File: src/rtl/uno_seq_ctrl.sv
// -----------------------------------------------------------------------------
// uno_seq_ctrl
// Sequencer for unary (div/exp/log) evaluation on the shared PE datapath.
// It takes one unary request at a time and drives the variable-generator mode
// and operand. It then steps the MAC through a Horner series, counting the
// coefficient index down, and reports completion on a valid/ready handshake.
// It never starts while GEMM owns the array. It holds mode 00 (GEMM) outside
// the LOAD/ITER/DRAIN states.
//
// Ports
//   clk, rst_n            clock, asynchronous active-low reset
//   req_valid/req_ready   request handshake (req_ready is combinational)
//   req_op                01 div, 10 exp, 11 log, 00 illegal
//   req_x                 operand (Q5.10 signed)
//   gemm_busy_i           GEMM currently owns the array
//   gemm_uno_o, x_o       mode and operand to the variable generator
//   mac_en_o, mac_clr_o   MAC accumulate enable / accumulator clear
//   coef_idx_o            coefficient ROM index, valid while mac_en_o
//   busy_o                sequencer is not idle
//   done_valid/done_ready completion handshake, done_err flags op 00
// -----------------------------------------------------------------------------
module uno_seq_ctrl #(
  parameter int MUL_BW    = 16,
  parameter int CNT_BW    = 4,
  parameter int DIV_TERMS = 8,
  parameter int EXP_TERMS = 6,
  parameter int LOG_TERMS = 10,
  parameter int VAR_LAT   = 1,
  parameter int MAC_LAT   = 2
) (
  input  logic              clk,
  input  logic              rst_n,
  input  logic              req_valid,
  output logic              req_ready,
  input  logic [1:0]        req_op,
  input  logic [MUL_BW-1:0] req_x,
  input  logic              gemm_busy_i,
  output logic [1:0]        gemm_uno_o,
  output logic [MUL_BW-1:0] x_o,
  output logic              mac_en_o,
  output logic              mac_clr_o,
  output logic [CNT_BW-1:0] coef_idx_o,
  output logic              busy_o,
  output logic              done_valid,
  input  logic              done_ready,
  output logic              done_err
);

  typedef enum logic [2:0] {
    S_IDLE  = 3'd0,
    S_LOAD  = 3'd1,
    S_ITER  = 3'd2,
    S_DRAIN = 3'd3,
    S_DONE  = 3'd4
  } state_t;

  // The counter holds "cycles remaining in this state minus one" and is
  // reloaded on every state entry, so a single counter serves all phases.
  localparam logic [CNT_BW-1:0] CNT_ZERO  = {CNT_BW{1'b0}};
  localparam logic [CNT_BW-1:0] CNT_ONE   = CNT_BW'(1);
  localparam logic [CNT_BW-1:0] LOAD_CNT  = CNT_BW'(VAR_LAT);
  localparam logic [CNT_BW-1:0] DRAIN_CNT = CNT_BW'((MAC_LAT > 0) ? MAC_LAT - 1 : 0);
  localparam logic [CNT_BW-1:0] DIV_LAST  = CNT_BW'(DIV_TERMS - 1);
  localparam logic [CNT_BW-1:0] EXP_LAST  = CNT_BW'(EXP_TERMS - 1);
  localparam logic [CNT_BW-1:0] LOG_LAST  = CNT_BW'(LOG_TERMS - 1);
  localparam logic [MUL_BW-1:0] X_ZERO    = {MUL_BW{1'b0}};

  state_t            state_r;
  logic [CNT_BW-1:0] cnt_r;

  // Highest coefficient index (N-1) for the latched op.
  function automatic logic [CNT_BW-1:0] last_idx(input logic [1:0] op);
    case (op)
      2'b01:   last_idx = DIV_LAST;
      2'b10:   last_idx = EXP_LAST;
      2'b11:   last_idx = LOG_LAST;
      default: last_idx = CNT_ZERO;
    endcase
  endfunction

  // GEMM wins the array whenever it is busy while we are idle.
  assign req_ready = (state_r == S_IDLE) && !gemm_busy_i;

  // Sequencer FSM with all outputs registered.
  always_ff @(posedge clk or negedge rst_n) begin
    if (!rst_n) begin
      state_r    <= S_IDLE;
      cnt_r      <= CNT_ZERO;
      gemm_uno_o <= 2'b00;
      x_o        <= X_ZERO;
      mac_en_o   <= 1'b0;
      mac_clr_o  <= 1'b0;
      coef_idx_o <= CNT_ZERO;
      busy_o     <= 1'b0;
      done_valid <= 1'b0;
      done_err   <= 1'b0;
    end else begin
      case (state_r)
        S_IDLE: begin
          if (req_valid && req_ready) begin
            busy_o <= 1'b1;
            if (req_op == 2'b00) begin
              // An illegal op skips the datapath and only reports the error.
              state_r    <= S_DONE;
              done_valid <= 1'b1;
              done_err   <= 1'b1;
            end else begin
              state_r    <= S_LOAD;
              cnt_r      <= LOAD_CNT;
              gemm_uno_o <= req_op;
              x_o        <= req_x;
            end
          end
        end

        S_LOAD: begin
          if (cnt_r == CNT_ZERO) begin
            // gemm_uno_o still holds the latched op here.
            state_r    <= S_ITER;
            cnt_r      <= last_idx(gemm_uno_o);
            coef_idx_o <= last_idx(gemm_uno_o);
            mac_en_o   <= 1'b1;
            mac_clr_o  <= 1'b1;
          end else begin
            cnt_r <= cnt_r - CNT_ONE;
          end
        end

        S_ITER: begin
          mac_clr_o <= 1'b0;
          if (cnt_r == CNT_ZERO) begin
            // Stop at index 0 so the counter never wraps.
            mac_en_o   <= 1'b0;
            coef_idx_o <= CNT_ZERO;
            if (MAC_LAT > 0) begin
              state_r <= S_DRAIN;
              cnt_r   <= DRAIN_CNT;
            end else begin
              state_r    <= S_DONE;
              done_valid <= 1'b1;
              gemm_uno_o <= 2'b00;
              x_o        <= X_ZERO;
            end
          end else begin
            cnt_r      <= cnt_r - CNT_ONE;
            coef_idx_o <= cnt_r - CNT_ONE;
            mac_en_o   <= 1'b1;
          end
        end

        S_DRAIN: begin
          if (cnt_r == CNT_ZERO) begin
            // Leaving the array: mode returns to GEMM while the result waits.
            state_r    <= S_DONE;
            done_valid <= 1'b1;
            gemm_uno_o <= 2'b00;
            x_o        <= X_ZERO;
          end else begin
            cnt_r <= cnt_r - CNT_ONE;
          end
        end

        S_DONE: begin
          if (done_ready) begin
            state_r    <= S_IDLE;
            busy_o     <= 1'b0;
            done_valid <= 1'b0;
            done_err   <= 1'b0;
            gemm_uno_o <= 2'b00;
            x_o        <= X_ZERO;
          end
        end

        default: begin
          state_r    <= S_IDLE;
          cnt_r      <= CNT_ZERO;
          gemm_uno_o <= 2'b00;
          x_o        <= X_ZERO;
          mac_en_o   <= 1'b0;
          mac_clr_o  <= 1'b0;
          coef_idx_o <= CNT_ZERO;
          busy_o     <= 1'b0;
          done_valid <= 1'b0;
          done_err   <= 1'b0;
        end
      endcase
    end
  end

endmodule

File: config.mk
export PLATFORM = sky130hd
export DESIGN_NAME = uno_seq_ctrl
export DESIGN_NICKNAME = d
export VERILOG_FILES = /design/src/rtl/uno_seq_ctrl.sv
export SDC_FILE = /design/constraint.sdc
export NUM_CORES = 1
export LEC_CHECK = 0
export ABC_AREA = 0
export CORE_MARGIN = 1.5
export CORE_UTILIZATION = 47
export CTS_CLUSTER_DIAMETER = 100
export DETAILED_ROUTE_END_ITERATION = 16
export PLACE_DENSITY = 0.77
export SYNTH_ARGS = -nofsm -noshare
export SYNTH_HDL_FRONTEND = slang
export SYNTH_SLANG_ARGS = --single-unit
File: constraint.sdc
create_clock -name clk -period 2.44 [get_ports clk]
set_clock_uncertainty 0.15 [all_clocks]
set_input_delay 0.244 -clock clk [delete_from_list [all_inputs] [get_ports clk]]
set_output_delay 0.244 -clock clk [all_outputs]
set_load 0.02 [all_outputs]
==> flow_summary.ini, run 1 <==
[status]
status = finished clean

[yosys]
ys_seq_area_share_pct = 49.5
ys_types = 49
synth_area_um2 = 1720
syn_area_per_cell_um2 = 10.7
ys_seq_elements = 34
ys.warnings.count = 0
synthCells = 161
synth_nets = 189
synth_ff_type = dfrtp_1
synth_edf_count = 0
ys_async_sr_fraction_pct = 100

[place]
globalplace.congestion = 0.874
dp_cells = 257
numPortBuffers = 50
dp_hpwl_um = 3100

[drt]
routed_wirelength_um = 4290
viasPerCell = 5.72
drtIter0Drc = 53
firstDrtPassIters = 5
ant_nets = 0
drc_errors = 0
wl_per_cell_um = 16.2
vias = 1516

[floorplanning]
rows = 21
die_area_um2 = 4030
num_io_pins = 51
core_um2 = 3420
die_y_um = 63.5
die_x_um = 63.5
initial_core_util_pct = 50.3

[final_layout]
n_antenna_cell = 0
post_route_cells_drive_above_1_share_pct = 9.13
nNetsFinal = 246
instances_no_fill = 265
area_growth_pct = 38.2
fin_util_pct = 69.5

[clocking]
cts_sinks = 34
clock_latency_ns = 0.33
post-cts-setup-buffer-count = 0
postCtsHoldBufs = 0
cts_root_buffer = clkbuf_4
postCtsResizedCells = 0
cts_tree = done
clk_pin_slew_ns = 0.10
cts_buffers = 5
htree_levels = 2
cts_max_path_buffers = 2

[timing]
rsz0062_at_grt = false
drv_slew = 0
whs_ns = 0.151
max_freq_ghz = 0.437
setup_violations = 0
timing.final.crit_share_pct = 93.7
worst_slew_pin_slew_ns = 0.879
min_period_ns = 2.29
maxSlewHeadroom_pct = 41.0
finalHoldViolCount = 0

[grt]
grt_pass1_wl_um = 7220
grt_pass1_vias = 1542
antenna_found_initial = 0
gr-total-overflow = 0
grt_max_degree = 35
grtUsageTotal_pct = 22.9

[pwr]
ir_worst_vdd_mv = 0.747
powerDensity_nw_per_um2 = 1380
p_leak_nw = 1.03
power_mw = 3.26

[setup_path]
crit_arrival_ns = 2.37
worstPathRequired_ns = 2.52
crit_path_max_fanout = 18
worst_setup_path_end_kind = register
start_kind = register
worstSetupPathType = register to register

[flow_run]
maxCapViolCount = 0

[hold_path]
min_path_type = primary input to asynchronous set/reset pin
-- worst max-delay path, cell delays in order, from the launching register on --
cell and delay [ns]:
dfrtp_1 0.39, or2_4 0.28, nor4_4 0.78, a211oi_2 0.09, buf_4 0.24, a22o_1 0.25
-- metal layers --
metal | vias to the layer above | share of wire [%] | wire, µm | track usage [%]
met5 | - | 0 | 0 | 0
met4 | 0 | 1.1 | 46 | 7.61
met3 | 7 | 5.4 | 230 | 5.18
met2 | 55 | 49 | 2090 | 37.2
met1 | 735 | 45 | 1920 | 30.3
li1 | 719 | - | - | -
-- registers in the layout (all words and copies together), names as in the netlist --
| register | flops |
|---|---|
| gemm_uno_o | 2 |
| done_valid | 1 |
| coef_idx_o | 4 |
| done_err | 1 |
| busy_o | 1 |
| x_o | 16 |
| state_r | 3 |
| mac_en_o | 1 |
| mac_clr_o | 1 |
| cnt_r | 4 |
-- Yosys cell counts, types with 3 or more instances --
master | number | area [µm²]
ha_1 | 5 | 62.6
buf_2 | 3 | 15.0
inv_1 | 10 | 37.5
clkbuf_1 | 3 | 11.3
nor2_1 | 7 | 26.3
nand2_1 | 8 | 30.0
a21oi_1 | 6 | 30.0
o21ai_0 | 10 | 50.1
dfrtp_1 | 34 | 851
a22o_1 | 18 | 158
xnor2_1 | 3 | 26.3
nor3_1 | 5 | 25.0
-- metrics by stage --
stage / TNS, ns / worst slack (ns) / instance area (µm²)
floorplan: 0 / 0.403 / 1720
finish: 0 / 0.154 / 2370
detailed placement: -0.00300 / -0.00300 / 2300
global placement: 0 / 0.0873 / 2300
CTS: 0 / 0.156 / 2370
global route: 0 / 0.0334 / 2370
-- logic make-up after synthesis --
group | after synthesis | share of synthesized area, %
buf+inv | 19 | 4.81
simple gates | 38 | 13.3
mux | 1 | 0.655
compound gates | 60 | 25.9
flops | 34 | 49.5
xor+xnor | 3 | 1.53
fa+ha+maj | 6 | 4.22
-- final cells by class --
| cell class | instances | area [µm²] |
|---|---|---|
| fillers | 277 | 1040 |
| well taps | 46 | 57.6 |
| clock inverters | 1 | 30.0 |
| inverters | 10 | 37.5 |
| multi-input cells | 108 | 785 |
| clock buffers | 7 | 45.0 |
| repair buffers | 59 | 568 |
| flip-flops and latches | 34 | 851 |
-- cells in the final DEF, fill, tap and decap left out, drive strengths merged, types with 2 or more instances in the layout --
| cell | instances |
|---|---|
| inv | 10 |
| clkbuf | 7 |
| a31oi | 2 |
| nor4b | 2 |
| a22o | 18 |
| ha | 5 |
| a21o | 2 |
| xnor2 | 3 |
| nor2 | 7 |
| nor4 | 3 |
| buf | 9 |
| a21oi | 6 |
| o22ai | 2 |
| o2bb2ai | 2 |
| and3 | 2 |
| o21ai | 11 |
| nand2 | 8 |
| a22oi | 2 |
| clkdlybuf4s50 | 50 |
| o31ai | 2 |
| nand2b | 2 |
| nor3 | 5 |
| dfrtp | 34 |
| a211oi | 3 |
| nand3 | 2 |
-- path summary, 6_finish.rpt --
kind	to	cells after the start	slack [ns]	start
worst max-delay path	gemm_uno_o[0]	5	0.15	state_r[0]
worst min-delay path	done_valid	2	0.15	rst_n
worst max register to register	gemm_uno_o[0]	5	0.15	state_r[0]
worst min register to register	x_o[11]	1	0.36	x_o[11]
max in group asynchronous	x_o[2]	2	1.69	rst_n
min in group clk	x_o[11]	1	0.36	x_o[11]
-- power by group --
| part | switching, mW | internal (mW) |
|---|---|---|
| sequential | 0.197 | 0.816 |
| clock | 0.182 | 0.217 |
| combinational | 0.970 | 0.881 |
| total | 1.35 | 1.91 |
Power figures use the tool's default switching activity.
==> run 2: changes to the inputs <==
- GPL_TIMING_DRIVEN: unset -> 1
- REMOVE_ABC_BUFFERS: unset -> 1
==> run 2 against run 1 <==
Against the previous run: clock power up 5.0%; power up 0.84%; setup slack better by 0.072 ns; register-to-register slack better by 0.07 ns; maximum frequency up 3.2%; wire length down 0.42%; combinational power about the same; first-iteration DRC count up 120%; sequential share of layout area down 0.21 points; critical path type unchanged; largest power group unchanged.
==> flow_summary.ini, run 2 (same netlist as run 1, synthesis figures left out) <==
[floorplanning]
die_area_um2 = 4030
die_y_um = 63.5
core_um2 = 3420
die_x_um = 63.5
initial_core_util_pct = 50.3
rows = 21
num_io_pins = 51

[drt]
vias = 1523
ant_nets = 0
drtIter0Drc = 115
routed_wirelength_um = 4270
wl_per_cell_um = 16.1
drc_errors = 0
firstDrtPassIters = 4
viasPerCell = 5.75

[final_layout]
n_antenna_cell = 0
top_register = x_o
final_common_cell = clkdlybuf4s50_1
n_fill_cell = 273
largest_reg_flops = 16
post_route_cells_drive_above_1_share_pct = 10.0
final_cell_area_um2 = 2390
reg_top3 = x_o x16, cnt_r x4, coef_idx_o x4
nNetsFinal = 247
area_growth_pct = 39.0
fin_util_pct = 69.9
layout_common_cells = clkdlybuf4s50_1, dfrtp_1, a22o_1
instances_no_fill = 265

[pwr]
power_switching_mw = 1.35
ir_worst_vdd_mv = 0.741
netSwitchingFraction_pct = 41.1
pwr-share-seq_pct = 31.1
powerDensity_nw_per_um2 = 1380
p_leak_nw = 1.04
p_comb_share_pct = 56.2
p_int_mw = 1.94
power.clock.fraction_pct = 12.7

[clocking]
clock_latency_ns = 0.33
postCtsHoldBufs = 0
cts_max_path_buffers = 2
htree_levels = 2
cts_buffers = 5
clk_pin_slew_ns = 0.10
cts_root_buffer = clkbuf_4
cts_tree = done
cts_sinks = 34
post-cts-setup-buffer-count = 0
postCtsResizedCells = 0

[timing]
worst_slew_pin_slew_ns = 0.454
finalHoldViolCount = 0
setup_tns_ns = 0
drv_slew = 0
max_freq_ghz = 0.452
rsz0062_at_grt = false
timing.final.crit_share_pct = 90.7
maxSlewHeadroom_pct = 69.5
setup_violations = 0
min_period_ns = 2.21

[grt]
grt_max_degree = 35
grtUsageTotal_pct = 23.0
grt_use_met3_pct = 7.14
antenna_found_initial = 0
grt_pass1_vias = 1525
gr-total-overflow = 0
grt_pass1_wl_um = 7190
grt-busiest-layer = met2
use_met1_pct = 29.2
grt_util_met2_pct = 37.0

[setup_path]
worstSetupPathType = register to register
crit_buf_inv = 1
cp_top_family = adder cells
crit_arrival_ns = 2.29
crit_path_max_fanout = 5
path_cells = inv_1 -> ha_1 -> or3b_1 -> maj3_1 -> a311oi_1 -> o2bb2ai_1
slowest_stage = dfrtp_1
slowest_delay_ns = 0.43
worst_setup_path_end_kind = register
worstPathRequired_ns = 2.52
start_kind = register

[place]
place_area_um2 = 2310
dp_cells = 258
globalplace.congestion = 0.863
numPortBuffers = 50
dp_hpwl_um = 3240

[hold_path]
min_path_type = primary input to asynchronous set/reset pin

[status]
status = finished clean

[flow_run]
maxCapViolCount = 0
==> run 2: changes by cell type in the layout (fill, tap and decap cells not counted), sizes merged <==
cell / before / now
buf: 9 / 10
clkbuf: 7 / 6
==> run 2: worst reg2reg max path: cells and delay by family, from the launching register on <==
family | cells | cell delay [ns]
adder cells (fa/ha/maj) | 2 | 0.61
flip-flops | 1 | 0.43
AND/OR/NAND/NOR | 1 | 0.42
AO/OA/AOI/OAI | 2 | 0.36
buffers and inverters | 1 | 0.13
==> run 2: power groups by stage <==
stage / clock network [mW] / logic [mW] / registers [mW]
4_1_cts: 0.432 / 1.85 / 1.02
6_report: 0.419 / 1.85 / 1.02
3_3_place_gp: 0 / 1.82 / 1.02
3_5_place_dp: 0 / 1.84 / 1.03
2_1_floorplan: 0 / 0.756 / 1.30
5_1_grt: 0.449 / 2.00 / 1.06
==> run 2: cell type report <==
| cell class | instances | area, µm² | area share [%] |
|---|---|---|---|
| Clock buffer | 6 | 51.3 | 2.15 |
| Timing Repair Buffer | 60 | 576 | 24.1 |
| Inverter | 10 | 37.5 | 1.57 |
| Tap cell | 46 | 57.6 | 2.41 |
| Clock inverter | 1 | 30.0 | 1.26 |
| Sequential cell | 34 | 851 | 35.6 |
| Multi-Input combinational cell | 108 | 785 | 32.9 |
==> run 2: final timing paths <==
kind,end,cells past startpoint,start,slack [ns]
worst max register to register,cnt_r[2],6,cnt_r[0],0.23
worst min register to register,x_o[10],1,x_o[10],0.36
min in group clk,x_o[0],2,req_x[0],0.36
worst max-delay path,cnt_r[2],6,cnt_r[0],0.23
max in group asynchronous,x_o[4],2,rst_n,1.68
worst min-delay path,mac_clr_o,2,rst_n,0.15
==> run 2: per-stage QoR <==
stage | worst slack, ns | power [mW] | hold slack (ns)
after floorplan | 0.198 | 2.05 | -0.202
after global placement | 0.310 | 2.84 | 0.332
after detailed placement | 0.259 | 2.88 | 0.336
after CTS | 0.248 | 3.31 | 0.164
after global routing | 0.135 | 3.50 | 0.179
final | 0.226 | 3.29 | 0.153
==> run 2: routing by layer <==
metal / part of all wire (%) / vias up
met5: 0 / -
li1: - / 719
met4: 1.5 / 0
met3: 6.3 / 7
met2: 49 / 64
met1: 43 / 733
